<file path="config.mk">
export PLATFORM = sky130hd
export DESIGN_NAME = spi_arbiter
export DESIGN_NICKNAME = d
export VERILOG_FILES = /design/src/rtl/spi_arbiter.sv
export SDC_FILE = /design/constraint.sdc
export NUM_CORES = 1
export LEC_CHECK = 0
export ABC_AREA = 1
export BUFFER_PORTS_ARGS = -buffer_cell sky130_fd_sc_hd__buf_4
export CAP_MARGIN = 40
export CORE_MARGIN = 3
export CORE_UTILIZATION = 48
export DETAILED_ROUTE_END_ITERATION = 10
export PLACE_DENSITY = 0.8
export SLEW_MARGIN = 10
export SYNTH_ARGS = -nofsm -noshare
export SYNTH_HDL_FRONTEND = slang
export SYNTH_SLANG_ARGS = --single-unit
</file>
<file path="constraint.sdc">
create_clock -name clk -period 2.2 [get_ports clk]
set_clock_uncertainty 0.1 [all_clocks]
set_input_delay 0.33 -clock clk [delete_from_list [all_inputs] [get_ports clk]]
set_output_delay 0.33 -clock clk [all_outputs]
set_load 0.01 [all_outputs]
</file>
<file path="src/rtl/spi_arbiter.sv">
// Three-requester arbiter in front of a single SPI master: grants, sequences one transfer, enforces a CS gap.
// Build option: define SPI_ARBITER_FIXED_PRIO_EN for fixed priority (0 highest); default is round-robin.
module spi_arbiter #(
  parameter int XFER_CYCLES = 9,
  parameter int GAP_CYCLES  = 2
) (
  input  logic        clk,
  input  logic        reset,
  input  logic [2:0]  req,
  input  logic [5:0]  req_ss,
  input  logic [23:0] req_data,
  output logic [2:0]  gnt,
  output logic [2:0]  done,
  output logic [7:0]  rx_data,
  output logic        busy,
  output logic        m_start,
  output logic [1:0]  m_slave_select,
  output logic [7:0]  m_data_to_send,
  input  logic [7:0]  m_data_received
);

  localparam logic [2:0] ST_IDLE  = 3'd0;
  localparam logic [2:0] ST_START = 3'd1;
  localparam logic [2:0] ST_XFER  = 3'd2;
  localparam logic [2:0] ST_DONE  = 3'd3;
  localparam logic [2:0] ST_GAP   = 3'd4;

  localparam int CNT_MAX = (XFER_CYCLES > GAP_CYCLES) ? XFER_CYCLES : ((GAP_CYCLES > 1) ? GAP_CYCLES : 1);
  localparam int CNT_W   = $clog2(CNT_MAX + 1);
  localparam logic [CNT_W-1:0] XFER_LAST = CNT_W'((XFER_CYCLES > 0) ? XFER_CYCLES - 1 : 0);
  localparam logic [CNT_W-1:0] GAP_LAST  = CNT_W'((GAP_CYCLES > 0) ? GAP_CYCLES - 1 : 0);

  // Slave select 3 addresses no device: the slot is consumed without strobing the master.
  localparam logic [1:0] SS_NULL = 2'b11;

  logic [2:0]       state;
  logic [CNT_W-1:0] cnt;
  logic             win_valid;
  logic [1:0]       win_idx;
  logic [1:0]       win_ss;
  logic [7:0]       win_data;

`ifdef SPI_ARBITER_FIXED_PRIO_EN
  // NOTE: every variable written in always_comb gets a default first, so no path can infer a latch.
  always_comb begin
    win_valid = |req;
    win_idx   = 2'd2;
    if (req[0])      win_idx = 2'd0;
    else if (req[1]) win_idx = 2'd1;
  end
`else
  logic [1:0] rr_ptr;
  logic [1:0] prio_1;
  logic [1:0] prio_2;

  function automatic logic [1:0] next_idx(input logic [1:0] idx);
    return (idx == 2'd2) ? 2'd0 : idx + 2'd1;
  endfunction

  assign prio_1 = next_idx(rr_ptr);
  assign prio_2 = next_idx(prio_1);

  // NOTE: every variable written in always_comb gets a default first, so no path can infer a latch.
  always_comb begin
    win_valid = |req;
    win_idx   = prio_2;
    if (req[rr_ptr])      win_idx = rr_ptr;
    else if (req[prio_1]) win_idx = prio_1;
  end

  // The pointer moves past the requester just served; one-hot gnt maps straight onto the next index.
  always_ff @(posedge clk or posedge reset) begin
    if (reset) begin
      rr_ptr <= 2'd0;
    end else if (state == ST_DONE) begin
      rr_ptr <= {gnt[1], gnt[0]};
    end
  end
`endif

  assign win_ss   = req_ss[{win_idx, 1'b0} +: 2];
  assign win_data = req_data[{win_idx, 3'b000} +: 8];
  assign busy     = (state != ST_IDLE);

  // NOTE: sequential state uses non-blocking assignments so every register samples pre-edge values.
  always_ff @(posedge clk or posedge reset) begin
    if (reset) begin
      state          <= ST_IDLE;
      cnt            <= '0;
      gnt            <= '0;
      done           <= '0;
      rx_data        <= '0;
      m_start        <= 1'b0;
      m_slave_select <= SS_NULL;
      m_data_to_send <= '0;
    end else begin
      done    <= '0;
      m_start <= 1'b0;
      case (state)
        ST_IDLE: begin
          if (win_valid) begin
            gnt            <= 3'b001 << win_idx;
            m_slave_select <= win_ss;
            m_data_to_send <= win_data;
            m_start        <= (win_ss != SS_NULL);
            state          <= ST_START;
          end
        end
        ST_START: begin
          cnt <= '0;
          if (m_slave_select == SS_NULL) begin
            done    <= gnt;
            rx_data <= 8'hFF;
            state   <= ST_DONE;
          end else begin
            state <= ST_XFER;
          end
        end
        ST_XFER: begin
          if (cnt == XFER_LAST) begin
            done    <= gnt;
            rx_data <= m_data_received;
            state   <= ST_DONE;
          end else begin
            cnt <= cnt + 1'b1;
          end
        end
        ST_DONE: begin
          gnt   <= '0;
          cnt   <= '0;
          state <= (GAP_CYCLES == 0) ? ST_IDLE : ST_GAP;
        end
        ST_GAP: begin
          if (cnt == GAP_LAST) begin
            state <= ST_IDLE;
          end else begin
            cnt <= cnt + 1'b1;
          end
        end
        default: begin
          gnt   <= '0;
          state <= ST_IDLE;
        end
      endcase
    end
  end

endmodule

</file>
==> reports/metrics.cfg <==
[yosys]
yosys_register_bits = 34
avgSynthCellArea_um2 = 7.88
synth_nets = 295
dominantRegCellSynth = dfrtp_1
synthTopCellsByCount = 86 x nand2_1, 32 x dfrtp_1, 31 x nand3_1
yosysTopAreaCell = dfrtp_1
async_flop_share = 1.00
yosysMostFrequentCell = nand2_1
synth_area_leaders = dfrtp_1 41%, nand2_1 16%, nand3_1 7.9%, nand2_2 5.1%, nor2_4 2.9%
synth_cell_types = 29
synth_edf_count = 0
synth_cells = 249
syn-cell-area_um2 = 1960
synth.yosys.warnings = 0
synth-seq-area-share = 0.435
synth_top_area_frac = 0.408

[final_layout]
fillers = 343
n_antenna_cell = 0
nNetsFinal = 364
drive_gt1_frac = 0.367
design_area_um2 = 2560
area_delta_synth_final_pct = 30.7
final_util = 0.675

[sta]
worst_pin_slew_ps = 415
fin_crit_sh = 0.807
slew_headroom = 0.723
setup_tns_ps = 0
clock.fmax_mhz = 563
final_hold_viol_count = 0
slew_violations = 0
rsz0062_at_grt = false
fin_crit_ps = 1780
setup_viol = 0

[pwr]
p_per_area_nw_per_um2 = 1320
clock_power_share = 0.135
leakage_uw = 0.00138
p_seq_frac = 0.317
p_switching_uw = 1500
swShare = 0.443
p_int_uw = 1890
combPwrFrac = 0.547
irDropWorstVdd_uv = 742

[routing]
drtIter0Drc = 101
drt-total-wl_um = 4260
viasPerCell = 4.80
ant_nets = 0
wire_per_inst_um = 11.6
drc = 0
vias = 1761
drt_first_pass_iters = 4

[clocking]
numCtsBuffers = 5
cts_buffer_depth = 2
clkTransAtPathRegs_ps = 60
numClockSinks = 34
cts_tree = built
htree_levels = 2
clk_latency_ps = 280
ctsHoldBuffers = 0
post_cts_resized = 0
post_cts_buffers = 0
cts_root_buf = clkbuf_8

[grt]
grt_max_degree = 35
grt_pass1_wl_um = 7430
antenna_found_initial = 0
grt_pass1_vias = 1664
grt-ovfl-total = 0
grt_usage = 0.188

[floorplan]
num_rows = 22
ios = 69
fp.dieH_um = 70.0
die_x_um = 70.0
core_area_um2 = 3800
die_area_um2 = 4890
initial_utilization = 0.517

[critical_path]
slowest_stage = dfrtp_1
worst-path-max-fanout = 13
endpoint_kind = register
critPathBufInv = 0
slowest_delay_ps = 550
crit_arrival_ps = 1850
critical_path_class = register to register
crit_chain = nand2_2 > nand3_4 > nand2_2 > o21bai_4 > nand2_1 > nand3_1 > nand2_1
worst-path-stages = 7
critPathTopFamily = simple AND/OR/NAND/NOR gates
worstPathRequired_ps = 2280
start_kind = register
rr_worst_depth = 7

[hold_path]
min_path_type = input pin to async pin

[placed_design]
placed_area_um2 = 2470
place.gp.congestion = 0.830
dp_hpwl_um = 3430
numPortBuffers = 68

[status]
outcome = finished, final reports clean

[job]
maxCapViolCount = 0

[cells by family after synthesis]
family | count (synthesis) | synth area share
adders and majority gates | 3 | 0.0191
DFF | 34 | 0.435
AOI/OAI and AO/OA | 23 | 0.0758
buffers and inverters | 28 | 0.0758
and+or+nand+nor | 160 | 0.390
xor gates and xnor gates | 1 | 0.00446
[layout make-up]
| cell class | instances | area (µm²) | share of cell area |
|---|---|---|---|
| Timing Repair Buffer | 70 | 526 | 0.205 |
| Clock buffer | 8 | 90.1 | 0.0351 |
| Multi-Input combinational cell | 187 | 961 | 0.375 |
| Tap cell | 48 | 60.1 | 0.0234 |
| Inverter | 20 | 75.1 | 0.0293 |
| Sequential cell | 34 | 853 | 0.333 |
[flip-flops by register name, summed over array words and instances, names as in the netlist]
name and flops:
m_data_to_send 8, rx_data 8, cnt 4, done 3, gnt 3, state 3
m_slave_select 2, rr_ptr 2, m_start 1
[final timing paths]
kind / start / end / slack, ps
setup / recovery: rr_ptr[1]$_DFFE_PP0P_ / m_start$_DFF_PP0_ / 420
max in group asynchronous: reset / m_slave_select[1]$_DFFE_PP1P_ / 1640
hold reg to reg: m_data_to_send[2]$_DFFE_PP0P_ / m_data_to_send[2]$_DFFE_PP0P_ / 390
min in group clk: m_data_received[4] / rx_data[4]$_DFFE_PP0P_ / 200
setup reg to reg: rr_ptr[1]$_DFFE_PP0P_ / m_start$_DFF_PP0_ / 420
hold / removal: reset / m_data_to_send[4]$_DFFE_PP0P_ / 30
[metrics by stage]
step / worst slack, ps / power (µW) / hold WS, ps / instances
after floorplan: 819 / 2450 / 370 / 249
after global placement: 533 / 2910 / 350 / 359
after detailed placement: 444 / 2960 / 352 / 359
after CTS: 430 / 3420 / 48.0 / 367
after global routing: 275 / 3710 / 59.1 / 367
final: 425 / 3390 / 33.3 / 367
[per-layer routing]
layer	GRT usage	wire length, µm	vias to the layer above
li1	-	-	928
met1	0.233	1850	764
met2	0.310	1980	63
met3	0.0734	384	6
met4	0.0383	40	0
met5	0	0	-
[worst reg2reg max path, delay by kind of cell, from the launching register on]
| family | cells | cell delay [ps] |
|---|---|---|
| simple gates | 6 | 680 |
| flops | 1 | 550 |
| compound gates | 1 | 360 |
[placed cells by master (no fill, tap or decap), drive strengths merged]
cell      n
nor2     21
ha        3
buf      70
clkbuf    8
dfstp     2
o22ai     2
nand3    32
inv      20
o21bai    1
nand4     1
nor3      3
dfrtp    32
xor2      1
nand2   103
a21oi     2
o21ai    18
[power groups by stage]
stage / Sequential (µW) / Combinational (µW) / Clock [µW]
2_1_floorplan: 1130 / 1330 / 0
3_3_place_gp: 1080 / 1830 / 0
3_5_place_dp: 1090 / 1870 / 0
4_1_cts: 1080 / 1880 / 468
5_1_grt: 1120 / 2080 / 509
6_report: 1080 / 1850 / 458
Note: power is estimated with default switching activity, not from simulation.
